### src/rtl/mem_ctrl_if.sv
// Bus bundle between the IF/MEM pipeline stages, the memory controller and the byte-wide RAM.
// The controller takes the slave side; requesters and the RAM sit on the master side.
interface mem_ctrl_if #(
  parameter int RAM_ADDR_W = 17
);
  logic                  if_req_i;
  logic [31:0]           if_addr_i;
  logic [31:0]           if_data_o;
  logic                  if_done_o;
  logic                  mem_ce_i;
  logic                  mem_we_i;
  logic [31:0]           mem_addr_i;
  logic [3:0]            mem_sel_i;
  logic [31:0]           mem_data_i;
  logic [31:0]           mem_data_o;
  logic                  mem_done_o;
  logic                  stallreq_o;
  logic [RAM_ADDR_W-1:0] ram_addr_o;
  logic                  ram_we_o;
  logic [7:0]            ram_dout_o;
  logic [7:0]            ram_din_i;

  modport slave (
    input  if_req_i, if_addr_i, mem_ce_i, mem_we_i, mem_addr_i, mem_sel_i, mem_data_i, ram_din_i,
    output if_data_o, if_done_o, mem_data_o, mem_done_o, stallreq_o, ram_addr_o, ram_we_o, ram_dout_o
  );

  modport master (
    output if_req_i, if_addr_i, mem_ce_i, mem_we_i, mem_addr_i, mem_sel_i, mem_data_i, ram_din_i,
    input  if_data_o, if_done_o, mem_data_o, mem_done_o, stallreq_o, ram_addr_o, ram_we_o, ram_dout_o
  );
endinterface

### src/rtl/mem_ctrl.sv
// Shared byte-wide RAM controller for instruction fetch and the MEM stage.
// MEM has fixed priority; each selected lane becomes one byte access, lane 0 = data[31:24].
module mem_ctrl #(
  parameter int RAM_ADDR_W = 17
) (
  input logic       clk,
  input logic       rst,
  mem_ctrl_if.slave bus
);
  typedef enum logic [1:0] {IDLE = 2'd0, ISSUE = 2'd1, WAIT = 2'd2, DONE = 2'd3} state_t;

  state_t                state_r, state_n;
  logic [1:0]            lane_r, lane_n, prev_lane_r, prev_lane_n;
  logic [3:0]            rem_r, rem_n;
  logic                  prev_vld_r, prev_vld_n;
  logic                  we_r, we_n, gmem_r, gmem_n;
  logic [RAM_ADDR_W-3:0] addr_r, addr_n;
  logic [31:0]           wdata_r, wdata_n, result_r, result_n;
  logic [31:0]           if_data_r, if_data_n, mem_data_r, mem_data_n;
  logic                  if_done_r, if_done_n, mem_done_r, mem_done_n;
  logic [RAM_ADDR_W-1:0] ram_addr_r, ram_addr_n;
  logic                  ram_we_r, ram_we_n;
  logic [7:0]            ram_dout_r, ram_dout_n;
  logic [3:0]            gsel_s;
  logic                  unused_s;

  function automatic logic [1:0] first_lane(input logic [3:0] m);
    if (m[3])      return 2'd0;
    else if (m[2]) return 2'd1;
    else if (m[1]) return 2'd2;
    else           return 2'd3;
  endfunction

  function automatic logic [3:0] lane_bit(input logic [1:0] k);
    return 4'b1000 >> k;
  endfunction

  function automatic logic [7:0] get_byte(input logic [31:0] d, input logic [1:0] k);
    case (k)
      2'd0:    return d[31:24];
      2'd1:    return d[23:16];
      2'd2:    return d[15:8];
      default: return d[7:0];
    endcase
  endfunction

  function automatic logic [31:0] put_byte(input logic [31:0] d, input logic [1:0] k, input logic [7:0] b);
    logic [31:0] r;
    r = d;
    case (k)
      2'd0:    r[31:24] = b;
      2'd1:    r[23:16] = b;
      2'd2:    r[15:8]  = b;
      default: r[7:0]   = b;
    endcase
    return r;
  endfunction

  // Next-state, lane sequencing, byte capture and registered output values.
  always_comb begin
    state_n     = state_r;
    lane_n      = lane_r;
    rem_n       = rem_r;
    prev_lane_n = prev_lane_r;
    prev_vld_n  = 1'b0;
    we_n        = we_r;
    gmem_n      = gmem_r;
    addr_n      = addr_r;
    wdata_n     = wdata_r;
    result_n    = result_r;
    if_data_n   = if_data_r;
    mem_data_n  = mem_data_r;
    if_done_n   = 1'b0;
    mem_done_n  = 1'b0;
    ram_addr_n  = '0;
    ram_we_n    = 1'b0;
    ram_dout_n  = 8'h00;
    gsel_s      = 4'b0000;
    case (state_r)
      IDLE: begin
        if (bus.mem_ce_i) begin
          gmem_n     = 1'b1;
          gsel_s     = bus.mem_sel_i;
          we_n       = bus.mem_we_i;
          addr_n     = bus.mem_addr_i[RAM_ADDR_W-1:2];
          wdata_n    = bus.mem_data_i;
          mem_data_n = 32'h0000_0000;
        end else if (bus.if_req_i) begin
          gmem_n    = 1'b0;
          gsel_s    = 4'b1111;
          we_n      = 1'b0;
          addr_n    = bus.if_addr_i[RAM_ADDR_W-1:2];
          wdata_n   = 32'h0000_0000;
          if_data_n = 32'h0000_0000;
        end else begin
          gsel_s = 4'b0000;
        end
        if (bus.mem_ce_i || bus.if_req_i) begin
          result_n = 32'h0000_0000;
          if (gsel_s == 4'b0000) begin
            state_n = DONE;
          end else begin
            state_n    = ISSUE;
            lane_n     = first_lane(gsel_s);
            rem_n      = gsel_s & ~lane_bit(lane_n);
            ram_addr_n = {addr_n, lane_n};
            ram_we_n   = we_n;
            ram_dout_n = we_n ? get_byte(wdata_n, lane_n) : 8'h00;
          end
        end else begin
          state_n = IDLE;
        end
      end
      ISSUE: begin
        // RAM data arriving now belongs to the lane put on the bus last cycle.
        if (prev_vld_r) result_n = put_byte(result_r, prev_lane_r, bus.ram_din_i);
        else            result_n = result_r;
        prev_vld_n  = ~we_r;
        prev_lane_n = lane_r;
        if (rem_r != 4'b0000) begin
          state_n    = ISSUE;
          lane_n     = first_lane(rem_r);
          rem_n      = rem_r & ~lane_bit(lane_n);
          ram_addr_n = {addr_r, lane_n};
          ram_we_n   = we_r;
          ram_dout_n = we_r ? get_byte(wdata_r, lane_n) : 8'h00;
        end else begin
          state_n = we_r ? DONE : WAIT;
        end
      end
      WAIT: begin
        if (prev_vld_r) result_n = put_byte(result_r, prev_lane_r, bus.ram_din_i);
        else            result_n = result_r;
        state_n = DONE;
      end
      DONE: begin
        state_n = IDLE;
      end
      default: begin
        state_n = IDLE;
      end
    endcase
    if (state_n == DONE) begin
      if (gmem_n) begin
        mem_done_n = 1'b1;
        mem_data_n = result_n;
      end else begin
        if_done_n = 1'b1;
        if_data_n = result_n;
      end
    end else begin
      mem_done_n = 1'b0;
      if_done_n  = 1'b0;
    end
  end

  // State, latched request and registered bus outputs.
  always_ff @(posedge clk or negedge rst) begin
    if (!rst) begin
      state_r     <= IDLE;
      lane_r      <= 2'd0;
      rem_r       <= 4'b0000;
      prev_lane_r <= 2'd0;
      prev_vld_r  <= 1'b0;
      we_r        <= 1'b0;
      gmem_r      <= 1'b0;
      addr_r      <= '0;
      wdata_r     <= 32'h0000_0000;
      result_r    <= 32'h0000_0000;
      if_data_r   <= 32'h0000_0000;
      mem_data_r  <= 32'h0000_0000;
      if_done_r   <= 1'b0;
      mem_done_r  <= 1'b0;
      ram_addr_r  <= '0;
      ram_we_r    <= 1'b0;
      ram_dout_r  <= 8'h00;
    end else begin
      state_r     <= state_n;
      lane_r      <= lane_n;
      rem_r       <= rem_n;
      prev_lane_r <= prev_lane_n;
      prev_vld_r  <= prev_vld_n;
      we_r        <= we_n;
      gmem_r      <= gmem_n;
      addr_r      <= addr_n;
      wdata_r     <= wdata_n;
      result_r    <= result_n;
      if_data_r   <= if_data_n;
      mem_data_r  <= mem_data_n;
      if_done_r   <= if_done_n;
      mem_done_r  <= mem_done_n;
      ram_addr_r  <= ram_addr_n;
      ram_we_r    <= ram_we_n;
      ram_dout_r  <= ram_dout_n;
    end
  end

  assign bus.if_data_o  = if_data_r;
  assign bus.if_done_o  = if_done_r;
  assign bus.mem_data_o = mem_data_r;
  assign bus.mem_done_o = mem_done_r;
  assign bus.ram_addr_o = ram_addr_r;
  assign bus.ram_we_o   = ram_we_r;
  assign bus.ram_dout_o = ram_dout_r;
  assign bus.stallreq_o = (bus.mem_ce_i & ~mem_done_r) | (bus.if_req_i & ~if_done_r);

  assign unused_s = ^{bus.if_addr_i[31:RAM_ADDR_W], bus.if_addr_i[1:0],
                      bus.mem_addr_i[31:RAM_ADDR_W], bus.mem_addr_i[1:0]};
endmodule

### src/flat_wrapper.sv
// flat-port wrapper written by rule: the top's interface ports become plain ports
module mem_ctrl_flat 
#(
  parameter int RAM_ADDR_W = 17
)
  (clk, rst, bus_if_req_i, bus_if_addr_i, bus_mem_ce_i, bus_mem_we_i, bus_mem_addr_i, bus_mem_sel_i, bus_mem_data_i, bus_ram_din_i, bus_if_data_o, bus_if_done_o, bus_mem_data_o, bus_mem_done_o, bus_stallreq_o, bus_ram_addr_o, bus_ram_we_o, bus_ram_dout_o);
  mem_ctrl_if #(.RAM_ADDR_W(RAM_ADDR_W)) bus_i ();
  input logic clk;
  input logic rst;
  input wire logic [$bits(bus_i.if_req_i)-1:0] bus_if_req_i;
  input wire logic [$bits(bus_i.if_addr_i)-1:0] bus_if_addr_i;
  input wire logic [$bits(bus_i.mem_ce_i)-1:0] bus_mem_ce_i;
  input wire logic [$bits(bus_i.mem_we_i)-1:0] bus_mem_we_i;
  input wire logic [$bits(bus_i.mem_addr_i)-1:0] bus_mem_addr_i;
  input wire logic [$bits(bus_i.mem_sel_i)-1:0] bus_mem_sel_i;
  input wire logic [$bits(bus_i.mem_data_i)-1:0] bus_mem_data_i;
  input wire logic [$bits(bus_i.ram_din_i)-1:0] bus_ram_din_i;
  output wire logic [$bits(bus_i.if_data_o)-1:0] bus_if_data_o;
  output wire logic [$bits(bus_i.if_done_o)-1:0] bus_if_done_o;
  output wire logic [$bits(bus_i.mem_data_o)-1:0] bus_mem_data_o;
  output wire logic [$bits(bus_i.mem_done_o)-1:0] bus_mem_done_o;
  output wire logic [$bits(bus_i.stallreq_o)-1:0] bus_stallreq_o;
  output wire logic [$bits(bus_i.ram_addr_o)-1:0] bus_ram_addr_o;
  output wire logic [$bits(bus_i.ram_we_o)-1:0] bus_ram_we_o;
  output wire logic [$bits(bus_i.ram_dout_o)-1:0] bus_ram_dout_o;
  assign bus_i.if_req_i = bus_if_req_i;
  assign bus_i.if_addr_i = bus_if_addr_i;
  assign bus_i.mem_ce_i = bus_mem_ce_i;
  assign bus_i.mem_we_i = bus_mem_we_i;
  assign bus_i.mem_addr_i = bus_mem_addr_i;
  assign bus_i.mem_sel_i = bus_mem_sel_i;
  assign bus_i.mem_data_i = bus_mem_data_i;
  assign bus_i.ram_din_i = bus_ram_din_i;
  assign bus_if_data_o = bus_i.if_data_o;
  assign bus_if_done_o = bus_i.if_done_o;
  assign bus_mem_data_o = bus_i.mem_data_o;
  assign bus_mem_done_o = bus_i.mem_done_o;
  assign bus_stallreq_o = bus_i.stallreq_o;
  assign bus_ram_addr_o = bus_i.ram_addr_o;
  assign bus_ram_we_o = bus_i.ram_we_o;
  assign bus_ram_dout_o = bus_i.ram_dout_o;
  mem_ctrl #(.RAM_ADDR_W(RAM_ADDR_W)) u_core (.clk(clk), .rst(rst), .bus(bus_i));
endmodule
### config.mk
export PLATFORM = sky130hd
export DESIGN_NAME = mem_ctrl_flat
export DESIGN_NICKNAME = d
export VERILOG_FILES = /design/src/rtl/mem_ctrl_if.sv /design/src/rtl/mem_ctrl.sv /design/src/flat_wrapper.sv
export SDC_FILE = /design/constraint.sdc
export NUM_CORES = 1
export LEC_CHECK = 0
export CAP_MARGIN = 25
export CORE_MARGIN = 5
export CORE_UTILIZATION = 53
export DETAILED_ROUTE_END_ITERATION = 10
export PLACE_DENSITY = 0.85
export SLEW_MARGIN = 20
export SYNTH_ARGS = -nofsm -noshare
export SYNTH_HDL_FRONTEND = slang
export SYNTH_SLANG_ARGS = --single-unit
### constraint.sdc
create_clock -name clk -period 4.8 [get_ports clk]
set_input_delay 0.72 -clock clk [delete_from_list [all_inputs] [get_ports clk]]
set_output_delay 0.72 -clock clk [all_outputs]
set_load 0.03 [all_outputs]
# Word-level counts from Yosys, hierarchy flattened
# Index checks and enable logic that the tools add are counted.
totals:
  elab_cells: 127
  input_bits: 113
  reg_bits: 184
classes:
  n_eq_ne: 13
  bitwise_logic: 10
  muxes: 74
  n_shift: 2
  reduce_logical: 11
ops:
  columns: ["op", "n"]
  rows:
  - ["$mux W32", 13]
  - ["$mux W8", 9]
  - ["$pmux W32 S2", 1]
  - ["$mux W17", 3]
  - ["$pmux W8 S3", 2]
  - ["$pmux W17 S2", 1]
  - ["$mux W15", 2]
  - ["$mux W2", 15]
  - ["$mux W4", 6]
  - ["$mux W1", 17]
  - ["$pmux W8 S2", 1]
  - ["$eq A2 B2 Y1 const B", 6]
  - ["$and A4 B4 Y4", 2]
  - ["$eq A2 B1 Y1 const B", 4]
  - ["$logic_not A2 Y1", 4]
  - ["$not A4 Y4", 2]
  - ["$pmux W2 S4", 1]
  - ["$pmux W4 S2", 1]
  - ["$shr A4 B2 Y4 const A", 2]
  - ["$logic_not A4 Y1", 1]
  - ["$ne A2 B1 Y1 const B", 2]
  - ["$pmux W2 S2", 1]
  - ["$reduce_and A4 Y1", 1]
  - ["$reduce_bool A4 Y1", 1]
  - ["other kinds (9)", 12]

# Logic depth before layout (Yosys ltp)
depth:
  depth_word: 15
  ltp_mapped: 10
  depth_no_buf: 7

# Least setup slack after synthesis
# OpenSTA, ideal clock, no wires.
synth_timing:
  kind: "input -> output"
  startpoint: "input bus_if_req_i"
  endpoint: "output bus_stallreq_o"
  slack_ps: 2313
  arrival_ps: 1767
  path_stages: 4
  n_path_buf: 2
  required_time_ps: 4080
  cell_sequence: "clkbuf_1 -> clkbuf_1 -> inv_1 -> o22ai_1"
synth_between:
  elab_chain_cells: 2
synth_lines:
  columns: ["item", "line_no", "source"]
  rows:
  - ["start: declaration", "flat_wrapper.sv:10", "input wire logic [$bits(bus_i.if_req_i)-1:0] bus_if_req_i;"]
  - ["$and A1 B1 Y1", "mem_ctrl.sv:205", "assign bus.stallreq_o = (bus.mem_ce_i & ~mem_done_r) | (bus.if_req_i & ~if_done_r);"]
  - ["$or A1 B1 Y1", "mem_ctrl.sv:205", null]
  - ["end: declaration", "flat_wrapper.sv:22", "output wire logic [$bits(bus_i.stallreq_o)-1:0] bus_stallreq_o;"]
# No other way between the ends.

# Final worst setup path
# Same ends and word-level chain as after synthesis.

==> flow_metrics.env <==
export IMPL_cts_tree="done"
export IMPL_power_leakage_uw=0.00474
export IMPL_r2r_cells=9
export IMPL_cts_setup_buffers=0
export IMPL_cp_end_kind="output pin"
export IMPL_routed_via_count=6731
export IMPL_post_cts_resized=0
export IMPL_yosys_area_top_type_share=0.569
export IMPL_crit_chain="clkdlybuf4s50_1 -> inv_1 -> o22ai_1 -> clkdlybuf4s50_1"
export IMPL_critPathMaxStageDelay_ns=0.71
export IMPL_ir_drop_uv=343
export IMPL_slowest_stage="clkdlybuf4s50_1"
export IMPL_grt_overflow=0
export IMPL_syn_instance_count=795
export IMPL_maxCapViolCount=0
export IMPL_final_net_count=1058
export IMPL_drive_gt1_frac=0.0577
export IMPL_die_h_um=134
export IMPL_yosysUniqueCellTypes=49
export IMPL_crit_reg2reg_launch="u_core.state_r[1]"
export IMPL_reg2reg_to="u_core.bus.mem_data_o[12]"
export IMPL_dp_final_hpwl_um=14200
export IMPL_run_status="completed"
export IMPL_p_per_area_nw_per_um2=569
export IMPL_clk_pin_slew_ns=0.07
export IMPL_worst_path_most_repeated_cell="clkdlybuf4s50_1"
export IMPL_synthTopCellsByArea="dfrtp_1, mux2i_1, o21ai_0"
export IMPL_clock_latency_ns=0.43
export IMPL_swShare=0.382
export IMPL_hold_viol=0
export IMPL_dieWidth_um=134
export IMPL_grt_first_pass_wirelength_um=34700
export IMPL_relSlewSlack=0.324
export IMPL_drt_total_wl_um=21500
export IMPL_worst_slew_pin_slew_ns=1.01
export IMPL_regToRegSetupSlack_ns=1.90
export IMPL_cts_path_max_buffers=2
export IMPL_grt_pass1_vias=6732
export IMPL_numPortBuffers=171
export IMPL_synth_area_um2=8090
export IMPL_yosys_area_top_type="dfrtp_1"
export IMPL_ys_flop_type="dfrtp_1"
export IMPL_place_congestion=0.867
export IMPL_cp_required_ns=4.08
export IMPL_root_buffer="clkbuf_16"
export IMPL_final_cells=1142
export IMPL_dp_cells=1109
export IMPL_critPathLaunchType="input port"
export IMPL_multi_input_area_um2=3010
export IMPL_avgSynthCellArea_um2=10.2
export IMPL_synth_warnings=0
export IMPL_track_usage=0.243
export IMPL_setup_tns_ns=0
export IMPL_synth_seq_cells=184
export IMPL_worst_path_max_fanout=5
export IMPL_worstSetupPathType="input port to output pin"
export IMPL_die_area_um2=17800
export IMPL_clock_skew_ns=0.0170
export IMPL_drcViolationCount=0
export IMPL_vias_per_cell=5.89
export IMPL_regArea_um2=4600
export IMPL_antenna_found_initial=0
export IMPL_syn2layout_area_growth_pct=29.0
export IMPL_start_util=0.536
export IMPL_finalSetupViolations=0
export IMPL_htree_levels=4
export IMPL_nFillCells=1166
export IMPL_post_route_period_util=0.617
export IMPL_period_needed_ns=2.96
export IMPL_hp_class="input port to asynchronous set/reset pin"
export IMPL_cts_buffers=17
export IMPL_n_antenna_cell=0
export IMPL_dr_pass1_iters=6
export IMPL_rows=45
export IMPL_fin_hold_ws_ns=0.388
export IMPL_cp_arrival_ns=2.24
export IMPL_p_int_uw=3670
export IMPL_timing_fmax_mhz=338
export IMPL_power_frac_comb=0.385
export IMPL_core_um2=15100
export IMPL_grt_max_degree=114
export IMPL_cts_sinks=184
export IMPL_netSwitchingPower_uw=2270
export IMPL_grt_setup_unrepaired="no"
export IMPL_final_max_slew_viol_count=0
export IMPL_yosysSeqAreaShare=0.569
export IMPL_clockPowerShare=0.233
export IMPL_async_flop_share=1.00
export IMPL_syn_nets=912
export IMPL_seqPwrFrac=0.382
export IMPL_routedWlPerCell_um=18.8
export IMPL_final_antenna_net_count=0
export IMPL_dr_first_iter_drc_count=568
export IMPL_synth_edf_count=0
export IMPL_top_level_ports=206
export IMPL_hold_buffers=0
## metrics by stage
stage                      util  total power [uW]  setup WS, ns  cell area, um^2
after floorplan               -              3770          2.31             8090
after global placement    0.653              4480          1.54             9850
after detailed placement  0.653              4560          1.48             9850
after CTS                 0.691              5950          1.83            10400
after global routing      0.691              6260          1.63            10400
final                     0.691              5940          1.84            10400
## state kept, by name, indices dropped and copies added (netlist names)
register               cells
u_core.bus.ram_we_o        1
u_core.bus.mem_done_o      1
u_core.bus.ram_addr_o     17
u_core.rem_r               4
u_core.lane_r              2
u_core.prev_lane_r         2
u_core.bus.ram_dout_o      8
u_core.bus.if_data_o      32
u_core.bus.mem_data_o     32
u_core.gmem_r              1
u_core.we_r                1
u_core.result_r           32
u_core.state_r             2
u_core.wdata_r            32
u_core.prev_vld_r          1
u_core.addr_r             15
u_core.bus.if_done_o       1
## cell families (layout without fill, tap and decap cells)
group | after synthesis | count (layout) | synth area share
AO/OA/AOI/OAI | 254 | 254 | 0.202
flip-flops | 184 | 184 | 0.569
buffers and inverters | 108 | 267 | 0.0590
multiplexers | 37 | 37 | 0.0461
adder cells (fa/ha/maj) | 4 | 4 | 0.00619
AND/OR/NAND/NOR | 208 | 208 | 0.117
## cell usage in the layout (no fill, tap or decap), types with 11 or more instances in the layout
cell type / n
dfrtp_1: 184
clkdlybuf4s50_1: 169
nand2_1: 82
o21ai_0: 64
a21oi_1: 58
inv_1: 50
nor2_1: 49
a22oi_1: 39
mux2i_1: 35
nand3_1: 33
a22o_1: 27
o22ai_1: 20
clkbuf_16: 17
nor2b_1: 13
o21ai_1: 12
a221o_1: 11
buf_4: 11
## power groups by stage
stage	clock (uW)	combinational, uW	sequential [uW]
2_1_floorplan	0	1240	2530
3_3_place_gp	0	2220	2260
3_5_place_dp	0	2270	2280
4_1_cts	1390	2290	2260
5_1_grt	1460	2490	2320
6_report	1380	2280	2270
## how the worst max path moves through the flow
stage / from / end / slack, ns / depth (start not counted)
CTS: bus_if_req_i / bus_stallreq_o / 1.83 / 4
global placement: bus_mem_sel_i[2] / u_core.bus.mem_data_o[29] / 1.54 / 7
finish: bus_if_req_i / bus_stallreq_o / 1.84 / 4
detailed placement: bus_mem_sel_i[2] / u_core.bus.mem_data_o[22] / 1.48 / 7
global route: u_core.state_r[0] / u_core.bus.mem_data_o[11] / 1.63 / 9
floorplan: bus_if_req_i / bus_stallreq_o / 2.31 / 4
## final cells by class
type | count | area share
Timing Repair Buffer | 184 | 0.174
Clock buffer | 18 | 0.0411
Clock inverter | 14 | 0.0140
Sequential cell | 184 | 0.441
Tap cell | 188 | 0.0226
Multi-Input combinational cell | 503 | 0.288
Inverter | 51 | 0.0184
## synth_stat cells, types with 4 or more instances
| library cell | number |
|---|---|
| a21oi_1 | 58 |
| a221o_1 | 11 |
| a22o_1 | 27 |
| a22oi_1 | 39 |
| and2_1 | 5 |
| buf_1 | 6 |
| buf_2 | 5 |
| clkbuf_1 | 40 |
| dfrtp_1 | 184 |
| ha_1 | 4 |
| inv_1 | 50 |
| mux2i_1 | 35 |
| nand2_1 | 82 |
| nand3_1 | 33 |
| nor2_1 | 49 |
| nor2b_1 | 13 |
| nor3_1 | 6 |
| o211ai_1 | 4 |
| o21ai_0 | 64 |
| o21ai_1 | 12 |
| o221ai_1 | 6 |
| o22ai_1 | 20 |
## worst max-delay path: cells and delay by family
family / cells / cell delay (ns)
buf+inv: 3 / 1.40
compound gates: 1 / 0.12
## layer usage
layer,GRT usage,part of all wire,vias up
met5,0,0,-
met4,0.101,0.029,0
met3,0.0487,0.056,47
met2,0.398,0.50,247
met1,0.319,0.42,3326
li1,-,-,3111
(Power assumes the default switching activity.)
